**config.mk**
```make
export PLATFORM = sky130hd
export DESIGN_NAME = inst_fetch_ctrl
export DESIGN_NICKNAME = d
export VERILOG_FILES = /design/src/rtl/inst_fetch_pkg.sv /design/src/rtl/fetch_skid_buf.sv /design/src/rtl/inst_fetch_ctrl.sv
export SDC_FILE = /design/constraint.sdc
export NUM_CORES = 1
export LEC_CHECK = 0
export ABC_CLOCK_PERIOD_IN_PS = 4750
export CORE_UTILIZATION = 55
export CTS_CLUSTER_SIZE = 25
export DETAILED_ROUTE_END_ITERATION = 8
export GPL_ROUTABILITY_DRIVEN = 0
export PLACE_DENSITY = 0.89
export SLEW_MARGIN = 40
export SYNTH_ARGS = -nofsm -noshare
export SYNTH_HDL_FRONTEND = slang
export SYNTH_SLANG_ARGS = --single-unit
```
**constraint.sdc**
```tcl
create_clock -name clk -period 4.75 [get_ports clk]
set_input_delay 1.1875 -clock clk [delete_from_list [all_inputs] [get_ports clk]]
set_output_delay 1.1875 -clock clk [all_outputs]
set_load 0.005 [all_outputs]
```
**src/rtl/inst_fetch_pkg.sv**
```systemverilog
// Shared types and default sizing for the instruction fetch sequencer.
package inst_fetch_pkg;

  localparam int WIDTH_DEF     = 9;
  localparam int DEPTH_DEF     = 32;
  localparam int ADDR_BITS_DEF = 5;
  localparam int CNT_BITS_DEF  = 8;

  localparam logic [WIDTH_DEF-1:0] HALT_WORD_DEF = '1;

  typedef enum logic [1:0] {
    IDLE  = 2'd0,
    RUN   = 2'd1,
    DRAIN = 2'd2,
    HALT  = 2'd3
  } fetch_state_e;

endpackage

```
**src/rtl/fetch_skid_buf.sv**
```systemverilog
// One-entry {inst, pc} holding register absorbing a returning ROM word while the output stage is stalled.
module fetch_skid_buf
  import inst_fetch_pkg::*;
#(
  parameter int WIDTH     = WIDTH_DEF,
  parameter int ADDR_BITS = ADDR_BITS_DEF
) (
  input  logic                 clk,
  input  logic                 rst_n,
  input  logic                 flush,
  input  logic                 in_valid,
  input  logic [WIDTH-1:0]     in_inst,
  input  logic [ADDR_BITS-1:0] in_pc,
  output logic                 in_ready,
  output logic                 out_valid,
  output logic [WIDTH-1:0]     out_inst,
  output logic [ADDR_BITS-1:0] out_pc,
  input  logic                 out_ready
);

  logic                 vld_q;
  logic [WIDTH-1:0]     inst_q;
  logic [ADDR_BITS-1:0] pc_q;

  assign in_ready  = !vld_q || out_ready;
  assign out_valid = vld_q;
  assign out_inst  = inst_q;
  assign out_pc    = pc_q;

  always_ff @(posedge clk or negedge rst_n) begin
    if (!rst_n) begin
      vld_q <= 1'b0;
    end else if (flush) begin
      vld_q <= 1'b0;
    end else if (in_valid && in_ready) begin
      vld_q <= 1'b1;
    end else if (out_ready) begin
      vld_q <= 1'b0;
    end
  end

  always_ff @(posedge clk) begin
    if (in_valid && in_ready) begin
      inst_q <= in_inst;
      pc_q   <= in_pc;
    end
  end

endmodule

```
**src/rtl/inst_fetch_ctrl.sv**
```systemverilog
// Instruction fetch sequencer: owns the PC, tracks the in-flight ROM read, streams words via valid/ready.
// Define FETCH_WRAP_EN to let the PC wrap to 0 after the last ROM word instead of stopping.
module inst_fetch_ctrl
  import inst_fetch_pkg::*;
#(
  parameter int               WIDTH     = WIDTH_DEF,
  parameter int               DEPTH     = DEPTH_DEF,
  parameter int               ADDR_BITS = ADDR_BITS_DEF,
  parameter logic [WIDTH-1:0] HALT_WORD = {WIDTH{HALT_WORD_DEF[0]}},
  parameter int               CNT_BITS  = CNT_BITS_DEF
) (
  input  logic                 clk,
  input  logic                 rst_n,
  input  logic                 start,
  output logic [ADDR_BITS-1:0] rom_addr,
  input  logic [WIDTH-1:0]     rom_data,
  output logic [WIDTH-1:0]     inst,
  output logic [ADDR_BITS-1:0] inst_pc,
  output logic                 inst_valid,
  input  logic                 inst_ready,
  input  logic                 br_valid,
  input  logic [ADDR_BITS-1:0] br_target,
  output logic                 halted,
  output logic [CNT_BITS-1:0]  retired
);

  localparam logic [ADDR_BITS-1:0] LAST_PC = ADDR_BITS'(DEPTH - 1);
`ifdef FETCH_WRAP_EN
  localparam bit WRAP = 1'b1;
`else
  localparam bit WRAP = 1'b0;
`endif

  fetch_state_e state_q, state_d;

  logic [ADDR_BITS-1:0] pc_q;
  logic                 vld_p0;
  logic [ADDR_BITS-1:0] pc_p0;
  logic                 vld_p1;
  logic [WIDTH-1:0]     inst_p1;
  logic [ADDR_BITS-1:0] pc_p1;
  logic [CNT_BITS-1:0]  retired_q;

  logic                 skid_vld, skid_in_vld, skid_in_rdy;
  logic [WIDTH-1:0]     skid_inst;
  logic [ADDR_BITS-1:0] skid_pc;

  logic active, redirect, start_go, accept, out_free, halt_hit, issue, at_end;

  function automatic logic [ADDR_BITS-1:0] clamp_pc(input logic [ADDR_BITS-1:0] t);
    if (int'(t) >= DEPTH) return LAST_PC;
    return t;
  endfunction

  function automatic logic [CNT_BITS-1:0] sat_inc(input logic [CNT_BITS-1:0] c);
    if (c == '1) return c;
    return c + 1'b1;
  endfunction

  assign active   = (state_q == RUN) || (state_q == DRAIN);
  assign redirect = br_valid && active;
  assign start_go = start && ((state_q == IDLE) || (state_q == HALT));
  assign accept   = vld_p1 && inst_ready;
  assign out_free = !vld_p1 || inst_ready;
  assign halt_hit = vld_p0 && (rom_data == HALT_WORD);

  // A returning word goes to the skid when the output is busy, or behind an older skid entry.
  assign skid_in_vld = vld_p0 && !redirect && (!out_free || skid_vld);
  // Issue only if the skid is guaranteed empty after this edge, so the next return always has a home.
  assign issue  = (state_q == RUN) && !redirect && !halt_hit && !skid_in_vld && skid_in_rdy;
  assign at_end = issue && (pc_q == LAST_PC) && !WRAP;

  always_ff @(posedge clk or negedge rst_n) begin
    if (!rst_n) state_q <= IDLE;
    else        state_q <= state_d;
  end

  always_comb begin
    state_d = state_q;
    case (state_q)
      IDLE:    if (start) state_d = RUN;
      RUN:     if (!redirect && (halt_hit || at_end)) state_d = DRAIN;
      DRAIN: begin
        if (redirect)                               state_d = RUN;
        else if (!vld_p0 && !vld_p1 && !skid_vld)   state_d = HALT;
      end
      HALT:    if (start) state_d = RUN;
      default: state_d = IDLE;
    endcase
  end

  // Stage p0: address issued to the ROM, word returns on the next edge
  always_ff @(posedge clk or negedge rst_n) begin
    if (!rst_n) begin
      pc_q   <= '0;
      vld_p0 <= 1'b0;
    end else if (redirect) begin
      pc_q   <= clamp_pc(br_target);
      vld_p0 <= 1'b0;
    end else if (start_go) begin
      pc_q   <= '0;
      vld_p0 <= 1'b0;
    end else if (halt_hit) begin
      pc_q   <= pc_p0;
      vld_p0 <= 1'b0;
    end else if (issue) begin
      vld_p0 <= 1'b1;
      pc_q   <= (pc_q == LAST_PC) ? (WRAP ? '0 : pc_q) : pc_q + 1'b1;
    end else begin
      vld_p0 <= 1'b0;
    end
  end

  always_ff @(posedge clk) begin
    if (issue) pc_p0 <= pc_q;
  end

  fetch_skid_buf #(
    .WIDTH     (WIDTH),
    .ADDR_BITS (ADDR_BITS)
  ) u_skid (
    .clk       (clk),
    .rst_n     (rst_n),
    .flush     (redirect),
    .in_valid  (skid_in_vld),
    .in_inst   (rom_data),
    .in_pc     (pc_p0),
    .in_ready  (skid_in_rdy),
    .out_valid (skid_vld),
    .out_inst  (skid_inst),
    .out_pc    (skid_pc),
    .out_ready (out_free)
  );

  // Stage p1: output register presented to the decoder
  always_ff @(posedge clk or negedge rst_n) begin
    if (!rst_n) begin
      vld_p1  <= 1'b0;
      inst_p1 <= '0;
      pc_p1   <= '0;
    end else if (redirect) begin
      vld_p1 <= 1'b0;
    end else if (out_free) begin
      if (skid_vld) begin
        vld_p1  <= 1'b1;
        inst_p1 <= skid_inst;
        pc_p1   <= skid_pc;
      end else if (vld_p0) begin
        vld_p1  <= 1'b1;
        inst_p1 <= rom_data;
        pc_p1   <= pc_p0;
      end else begin
        vld_p1 <= 1'b0;
      end
    end
  end

  always_ff @(posedge clk or negedge rst_n) begin
    if (!rst_n)        retired_q <= '0;
    else if (start_go) retired_q <= '0;
    else if (accept)   retired_q <= sat_inc(retired_q);
  end

  assign rom_addr   = pc_q;
  assign inst       = inst_p1;
  assign inst_pc    = pc_p1;
  assign inst_valid = vld_p1;
  assign halted     = (state_q == HALT);
  assign retired    = retired_q;

endmodule

```
==> results of run 1 <==
[cells in the mapped netlist, drive strengths merged]
| library cell | number |
|---|---|
| dfrtp | 32 |
| nor2 | 29 |
| edfxtp | 19 |
| a21oi | 18 |
| mux2i | 15 |
| nand2 | 14 |
| nor3 | 7 |
| ha | 6 |
| o21ai | 6 |
| a31oi | 5 |
| inv | 5 |
| nand2b | 5 |
| and3 | 4 |
| nand4 | 4 |
| xnor2 | 4 |
| buf | 3 |
| clkbuf | 3 |
| o221a | 3 |
| or3 | 3 |
| xor2 | 3 |
| and2 | 2 |
| maj3 | 2 |
| nor2b | 2 |
| or2 | 2 |
| a211o | 1 |
| a221o | 1 |
| a2bb2oi | 1 |
| a32o | 1 |
| a32oi | 1 |
| nand3 | 1 |
| o211a | 1 |
| o211ai | 1 |
| o22ai | 1 |
| o31ai | 1 |
| or4b | 1 |
[power breakdown]
group	internal (W)	leakage, nW	switching (W)	total (W)
combinational	0.000330	0.554	0.000255	0.000585
clock	0.000157	0.0514	0.000144	0.000301
sequential	0.000594	0.559	0.000111	0.000705
[per-layer routing]
metal	GRT usage [%]	wire length, um
met5	0	0
met4	9.31	79
met3	5.91	192
met2	35.6	2400
met1	33.8	2240
[cell families (layout without fill, tap and decap cells)]
family,Yosys count,count (layout)
buf+inv,11,62
fa+ha+maj,8,8
mux,15,15
xor+xnor,7,7
flops,51,51
compound gates,41,41
simple gates,74,74
[critical path, stage by stage]
cell and delay (ns):
clkdlybuf4s50_1 0.60, nor2b_4 0.09, maj3_2 0.35, nor3_1 0.59
nand2b_1 0.21, o221a_2 0.29
[through the flow]
step	cells	area (um^2)
after floorplan	207	2350
after global placement	300	2880
after detailed placement	300	2880
after CTS	308	2990
after global routing	308	3000
final	308	3000
[final cells by class]
class | instances | share of cell area [%]
timing repair buffer | 49 | 16.2
inverter | 5 | 0.627
tap | 50 | 2.09
sequential | 51 | 45.8
clock buffer | 6 | 2.42
clock inverter | 2 | 1.25
multi-input combinational | 145 | 31.6
[flip-flops by register name, summed over array words and instances (netlist names)]
name / cells
inst: 9
inst_valid: 1
retired: 8
inst_pc: 5
pc_p0: 5
state_q: 2
vld_p0: 1
rom_addr: 5
u_skid.out_valid: 1
u_skid.out_inst: 9
u_skid.out_pc: 5
[cells in the final DEF, fill, tap and decap left out, types with 2 or more instances in the layout]
cell type	instances
buf_4	2
nor2_1	29
dfrtp_1	31
nand2b_1	5
clkbuf_8	5
nor3_1	5
and3_1	4
o21ai_0	6
o221a_2	3
xnor2_1	4
nand2_1	14
inv_1	5
edfxtp_1	19
or3_1	3
a31oi_1	5
mux2i_1	15
xor2_1	3
clkdlybuf4s50_1	47
ha_1	6
a21oi_1	18
nand4_1	4
and2_1	2
[worst min path at each step]
stage | endpoint | slack [ns]
6_report | u_skid.out_pc[4] | 0.49
4_1_cts | u_skid.out_pc[4] | 0.50
3_5_place_dp | u_skid.out_pc[4] | 0.47
3_3_place_gp | u_skid.out_pc[1] | 0.47
2_1_floorplan | u_skid.out_pc[1] | 0.44
5_1_grt | u_skid.out_pc[4] | 0.50
==> flow_summary.ini, run 1 <==
[yosys]
synth.avg_cell_area_um2 = 11.3
yosysTopAreaCellShare_pct = 34.1
syn_inst = 207
ys_warn_count = 0
synth_compound_area_share_pct = 11.2
yosys.area_share.simple_pct = 15.4
synth_cell_types = 40
syn-num-nets = 232
yosys.area_share.adder_pct = 4.10
synth_top_family_by_area = simple AND/OR/NAND/NOR gates
synthMuxAreaShare_pct = 6.40
yosys-top-cells-area = dfrtp_1, edfxtp_1, mux2i_1, nor2_1, a21oi_1
netlist_area_um2 = 2350
synth-seq-cells = 51
synthXorXnorAreaFrac_pct = 2.61
yosysSeqAreaShare_pct = 58.4
synth_top_area_cell = dfrtp_1

[power_and_ir_drop]
p_leak_nw = 1.16
cellPowerDensity_nw_per_um2 = 531
p_total_w = 0.00159
irDropWorstVdd_mv = 0.282

[setup_path]
end_kind = flip-flop
startpoint = inst_ready
critPathLaunchType = input pin
r2r-end = rom_addr[3]
crit_type = in -> reg
required_ns = 4.95
worstRegToRegCells = 7
crit_end = rom_addr[1]
crit_path_max_fanout = 6
rrSetupSlack_ns = 2.34
r2r_start = state_q[0]
worstPathArrival_ns = 3.33

[detailed_routing]
dr_total_vias = 1748
drtIter0Drc = 110
drc = 0
routed_via_density = 5.68
drt_first_pass_iters = 4
routed_wl_mm = 4.91
final_antenna_net_count = 0
routedWlPerCell_um = 15.9

[clock_network]
clock_latency_ns = 0.31
cts_hold_buf = 0
cts_buffers = 5
clk_pin_slew_ns = 0.10
cts.repair.resized = 0
clock_path_buffers = 2
cts_setup_buffers = 0
clock_tree.root_cell = clkbuf_8
cts.htree.levels = 2
cts_tree = built
cts.sinks = 51

[layout]
layout-drive-gt1-share_pct = 7.36
seqCellArea_um2 = 1370
utilization_pct = 73.8
fillCellCount = 290
antenna_cells = 0
num-nets-final = 282
multi_input_area_um2 = 946
area_growth_pct = 27.6

[sta]
setup_violations = 0
worst_slack_ns = 1.62
tns_ns = 0
max_freq_mhz = 319
hold_viol_final = 0
period_minus_slack_ns = 3.13
max_slew_margin_pct = 49.7
skew_ns = 0.00978
fin_crit_sh_pct = 65.9
maxSlewViolCount = 0
whs_ns = 0.492
worst_pin_slew_ns = 0.749
rsz0062_at_grt = false

[worst_hold_path]
hold_path.class = reg -> reg
whs_path_depth = 0
min_from = pc_p0[4]

[die]
die_w_um = 67.3
start_util_pct = 57.8
design.die.area_um2 = 4530
io_pins = 48
coreArea_um2 = 4060
die_h_um = 67.3
fp-row-count = 23

[global_route]
grt_usage_pct = 24.0
antenna_found_initial = 0
grt-ovfl-total = 0
grt_pass1_vias = 1622
grt_max_degree = 33
grt_pass1_wl_mm = 7.76

[run_status]
outcome = completed

[placement]
place_ws_ns = 1.04
dp_hpwl_mm = 3.51
port_buffers = 47

[job]
drv_cap = 0
Note: power is estimated with default switching activity, not from simulation.
==> run 2, diff against run 1 <==
--- a/config.mk
+++ b/config.mk
@@ -5,12 +5,12 @@
 export SDC_FILE = /design/constraint.sdc
 export NUM_CORES = 1
 export LEC_CHECK = 0
-export ABC_CLOCK_PERIOD_IN_PS = 4750
-export CORE_UTILIZATION = 55
+export ABC_CLOCK_PERIOD_IN_PS = 2800
+export CORE_UTILIZATION = 46
 export CTS_CLUSTER_SIZE = 25
 export DETAILED_ROUTE_END_ITERATION = 8
 export GPL_ROUTABILITY_DRIVEN = 0
-export PLACE_DENSITY = 0.89
+export PLACE_DENSITY = 0.8
 export SLEW_MARGIN = 40
 export SYNTH_ARGS = -nofsm -noshare
 export SYNTH_HDL_FRONTEND = slang
==> constraint.sdc (replaced) <==
create_clock -name clk -period 2.8 [get_ports clk]
set_input_delay 0.7 -clock clk [delete_from_list [all_inputs] [get_ports clk]]
set_output_delay 0.7 -clock clk [all_outputs]
set_load 0.005 [all_outputs]
==> run 2 against run 1 <==
  * Sequential share of layout area fell by 1.5 points
  * Global-route usage down 4.9 points
  * Highest routed layer unchanged
  * Register-to-register slack got worse by 1.8 ns
  * Hold slack better by 0.0069 ns
  * Clock power rose by 93%
  * Clock skew down 0.0021 ns
  * Design area is 3.4% higher
  * Die area increased by 19%
  * Total power is 74% higher
  * Largest power group unchanged
  * Utilization is 9.5 points lower
  * Combinational power increased by 73%
==> flow_summary.ini, run 2 (synthesis results as in run 1) <==
[clock_network]
cts_setup_buffers = 0
cts_hold_buf = 0
cts.htree.levels = 2
cts.repair.resized = 0
clock_latency_ns = 0.29
clock_path_buffers = 2
cts_tree = built
clock_tree.root_cell = clkbuf_8
clk_pin_slew_ns = 0.09
cts.sinks = 51
cts_buffers = 5

[detailed_routing]
drc = 0
routedWlPerCell_um = 13.8
drtIter0Drc = 77
routed_wl_mm = 4.61
final_antenna_net_count = 0
routed_via_density = 5.25
dr_total_vias = 1755
drt_first_pass_iters = 4

[placement]
dpl.cell_count = 326
postPlaceCellArea_um2 = 2960
port_buffers = 47
dp_hpwl_mm = 3.34

[sta]
maxSlewViolCount = 0
hold_viol_final = 0
rsz0062_at_grt = false
max_freq_mhz = 424
tns_ns = 0
worst_pin_slew_ns = 0.443
period_minus_slack_ns = 2.36
skew_ns = 0.00766
whs_ns = 0.499
fin_crit_sh_pct = 84.2
max_slew_margin_pct = 70.3
setup_violations = 0

[global_route]
antenna_found_initial = 0
grt_pass1_wl_mm = 7.68
grt_max_degree = 33
grt-ovfl-total = 0
grt_usage_pct = 19.1
grt_pass1_vias = 1705

[setup_path]
end_kind = flip-flop
r2r-end = rom_addr[2]
worstRegToRegCells = 7
required_ns = 2.99
critPathLaunchType = input pin
rrSetupSlack_ns = 0.50
r2r_start = rom_addr[0]
crit_type = in -> reg
worstPathArrival_ns = 2.54
crit_path_max_fanout = 3

[power_and_ir_drop]
irDropWorstVdd_mv = 0.511
p_total_w = 0.00277
cellPowerDensity_nw_per_um2 = 896
p_leak_nw = 1.22

[die]
fp-row-count = 25
coreArea_um2 = 4820
die_w_um = 73.4
die_h_um = 73.4
start_util_pct = 48.7
io_pins = 48
design.die.area_um2 = 5390

[worst_hold_path]
holdPathEnd = u_skid.out_pc[3]
min_from = pc_p0[3]
hold_path.class = reg -> reg
whs_path_depth = 0

[layout]
fin_cells = 334
antenna_cells = 0
final_common_cell = clkdlybuf4s50_1
layout-drive-gt1-share_pct = 9.74
design_area_um2 = 3100
num-nets-final = 291
layout_common_cells = clkdlybuf4s50_1, dfrtp_1, nor2_1
area_growth_pct = 31.9

[run_status]
outcome = completed

[job]
drv_cap = 0
==> run 2: report_power, final <==
| part | internal, W | leakage [nW] | total, W | switching [W] |
|---|---|---|---|---|
| Clock | 0.000357 | 0.0654 | 0.000582 | 0.000225 |
| Combinational | 0.000583 | 0.593 | 0.00101 | 0.000427 |
| Sequential | 0.00101 | 0.561 | 0.00118 | 0.000173 |
| Total | 0.00195 | 1.22 | 0.00277 | 0.000826 |
==> run 2: layer usage <==
| layer | share of wire, % | GRT usage, % | wire length (um) | vias to the layer above |
|---|---|---|---|---|
| li1 | - | - | - | 865 |
| met1 | 47 | 25.1 | 2190 | 842 |
| met2 | 48 | 30.6 | 2190 | 41 |
| met3 | 3.5 | 3.84 | 163 | 7 |
| met4 | 1.5 | 8.76 | 68 | 0 |
| met5 | 0 | 0 | 0 | - |
==> run 2: area by class of cell <==
cell class                 instances  area (um^2)
clock buffer                       6         72.6
clock inverter                     2         60.1
tap                               67         83.8
fill                             429         1720
sequential                        51         1370
inverter                           5         18.8
multi-input combinational        145          937
timing repair buffer              58          553
==> run 2: worst max-delay path, cell delays in order <==
cell	delay, ns
clkdlybuf4s50_1	0.54
nor2b_4	0.07
maj3_2	0.32
or4b_1	0.50
a211o_1	0.31
o211a_1	0.12
==> run 2: metrics by stage <==
step	util, %	setup WS [ns]
global placement	61.5	0.165
detailed placement	61.5	0.143
CTS	64.3	0.455
global route	64.3	0.392
floorplan	-	0.406
finish	64.3	0.443
==> run 2: how the worst max path moves through the flow <==
stage | depth (start not counted) | from | slack [ns] | to
final | 6 | inst_ready | 0.44 | rom_addr[2]
after global routing | 6 | br_valid | 0.39 | rom_addr[1]
after CTS | 6 | inst_ready | 0.46 | rom_addr[2]
after detailed placement | 6 | inst_ready | 0.14 | rom_addr[2]
after global placement | 6 | inst_ready | 0.16 | rom_addr[2]
after floorplan | 3 | br_valid | 0.41 | u_skid.out_inst[0]
==> run 3, diff against run 2 <==
--- a/config.mk
+++ b/config.mk
@@ -5,7 +5,7 @@
 export SDC_FILE = /design/constraint.sdc
 export NUM_CORES = 1
 export LEC_CHECK = 0
-export ABC_CLOCK_PERIOD_IN_PS = 2800
+export ABC_CLOCK_PERIOD_IN_PS = 2080
 export CORE_UTILIZATION = 46
 export CTS_CLUSTER_SIZE = 25
 export DETAILED_ROUTE_END_ITERATION = 8
==> constraint.sdc (replaced) <==
create_clock -name clk -period 2.08 [get_ports clk]
set_input_delay 0.52 -clock clk [delete_from_list [all_inputs] [get_ports clk]]
set_output_delay 0.52 -clock clk [all_outputs]
set_load 0.005 [all_outputs]
==> run 3 against run 2 <==
  * Clock-buffer cell count did not move
  * Hold slack got worse by 0.0041 ns
  * Sequential cell count did not move
  * Design area rose by 7.4%
  * Clock power rose by 26%
  * Utilization rose by 4.8 points
  * Combinational power rose by 63%
  * Global-route usage rose by 2.0 points
  * Die area did not move
  * Final cell count rose by 7.5%
  * Total power rose by 42%
  * Sequential power rose by 31%
  * Critical path type is now reg -> reg
  * Critical endpoint unchanged
  * Largest cell class unchanged
  * Largest power group is now combinational logic
  * Highest routed layer unchanged
==> flow_summary.ini, run 3 (synthesis results as in run 1) <==
[run_status]
outcome = completed

[detailed_routing]
routed_via_density = 5.19
final_antenna_net_count = 0
routedWlPerCell_um = 14.4
drc = 0
routed_wl_mm = 5.18
drt_first_pass_iters = 4
drtIter0Drc = 160
dr_total_vias = 1864

[die]
die_w_um = 73.4
coreArea_um2 = 4820
die_h_um = 73.4
fp-row-count = 25
start_util_pct = 48.7
design.die.area_um2 = 5390
io_pins = 48

[placement]
dpl.cell_count = 348
place_ws_ns = -0.396
port_buffers = 47
dp_hpwl_mm = 3.73
postPlaceCellArea_um2 = 3160

[layout]
num-nets-final = 316
design_area_um2 = 3330
antenna_cells = 0
layout_common_cells = clkdlybuf4s50_1, buf_4, dfrtp_1
fillCellCount = 391
fin_cells = 359
layout-drive-gt1-share_pct = 19.5
final_common_cell = clkdlybuf4s50_1
area_growth_pct = 41.7
utilization_pct = 69.1

[global_route]
grt_pass1_wl_mm = 8.47
grt_usage_pct = 21.1
grt_max_degree = 33
antenna_found_initial = 0
grt_pass1_vias = 1864
grt-ovfl-total = 0

[sta]
worst_slack_ns = 0.0213
max_freq_mhz = 486
worst_pin_slew_ns = 0.423
rsz0062_at_grt = true
maxSlewViolCount = 0
period_minus_slack_ns = 2.06
fin_crit_sh_pct = 99.0
max_slew_margin_pct = 71.8
setup_violations = 0
skew_ns = 0.0110
hold_viol_final = 0

[clock_network]
clock_tree.root_cell = clkbuf_8
clock_latency_ns = 0.31
cts.htree.levels = 2
clk_pin_slew_ns = 0.10
cts_tree = built
clock_path_buffers = 2
cts.sinks = 51
cts_buffers = 5

[setup_path]
required_ns = 2.29
rrSetupSlack_ns = 0.02
r2r-end = rom_addr[2]
cp_cell_sequence = ha_2 -> and3_4 -> ha_4 -> or2_1 -> or4b_1 -> a211o_1 -> o211a_1
critPathLaunchType = flip-flop
cpPeakStageDelay_ns = 0.46
worstPathArrival_ns = 2.27
crit_slowest_cell = or4b_1
end_kind = flip-flop
crit_type = reg -> reg
r2r_start = rom_addr[0]
worstRegToRegCells = 7
crit_path_max_fanout = 2

[power_and_ir_drop]
p_leak_nw = 1.34
irDropWorstVdd_mv = 0.605
cellPowerDensity_nw_per_um2 = 1180

[worst_hold_path]
hold_path.class = reg -> reg
holdPathEnd = u_skid.out_pc[2]
whs_path_depth = 0
min_from = pc_p0[2]

[job]
drv_cap = 0
## run 3: cell count changes in the layout (fill, tap and decap cells not counted), sizes merged
cell,delta
buf,+25
bufinv,-1
clkdlybuf4s50,-1
dlygate4sd2,+1
inv,+1
## run 3: timing repair
action                     CTS  global route
pin swaps                    1             0
buffers inserted             0             3
resized for setup            1             4
setup endpoints to repair    1             4
cloned                       0             0
hold endpoints to repair     0             0
hold buffers                 0             0
## run 3: per-stage QoR
| step | TNS [ns] | power (W) | hold slack (ns) |
|---|---|---|---|
| 6_report | 0 | 0.00394 | 0.495 |
| 5_1_grt | -0.0437 | 0.00419 | 0.512 |
| 2_1_floorplan | 0 | 0.00227 | 0.224 |
| 4_1_cts | 0 | 0.00392 | 0.503 |
| 3_5_place_dp | -3.21 | 0.00318 | 0.479 |
| 3_3_place_gp | -2.23 | 0.00312 | 0.462 |
## run 3: how the worst max path moves through the flow
stage	slack [ns]	cells after the start	from	end
after floorplan	0.001	7	rom_addr[0]	rom_addr[2]
after global placement	-0.37	6	inst_ready	rom_addr[2]
after detailed placement	-0.40	6	inst_ready	rom_addr[2]
after CTS	0.03	7	state_q[0]	rom_addr[3]
after global routing	-0.04	7	rom_addr[0]	rom_addr[2]
final	0.02	7	rom_addr[0]	rom_addr[2]
## run 3: layer usage
metal | up-vias | track usage [%] | part of all wire, %
li1 | 918 | - | -
met1 | 883 | 28.3 | 45
met2 | 54 | 33.3 | 48
met3 | 9 | 4.39 | 4.9
met4 | 0 | 8.76 | 2.2
met5 | - | 0 | 0
## run 3: area by class of cell
type / instances / area (um^2) / area share, %
sequential: 51 / 1370 / 41.2
tap: 67 / 83.8 / 2.52
clock buffer: 6 / 82.6 / 2.48
inverter: 5 / 18.8 / 0.564
clock inverter: 2 / 38.8 / 1.17
timing repair buffer: 83 / 764 / 23.0
multi-input combinational: 145 / 967 / 29.1
## run 3: report_power, final
| part | switching (W) | internal, W |
|---|---|---|
| Clock | 0.000336 | 0.000396 |
| Combinational | 0.000688 | 0.000965 |
| Sequential | 0.000194 | 0.00136 |
## run 3: worst max-delay path, delay by kind of cell (launching register included)
kind | cells | cell delay [ns]
and+or+nand+nor | 3 | 0.84
DFF | 1 | 0.40
AOI/OAI and AO/OA | 2 | 0.38
adders and majority gates | 2 | 0.33
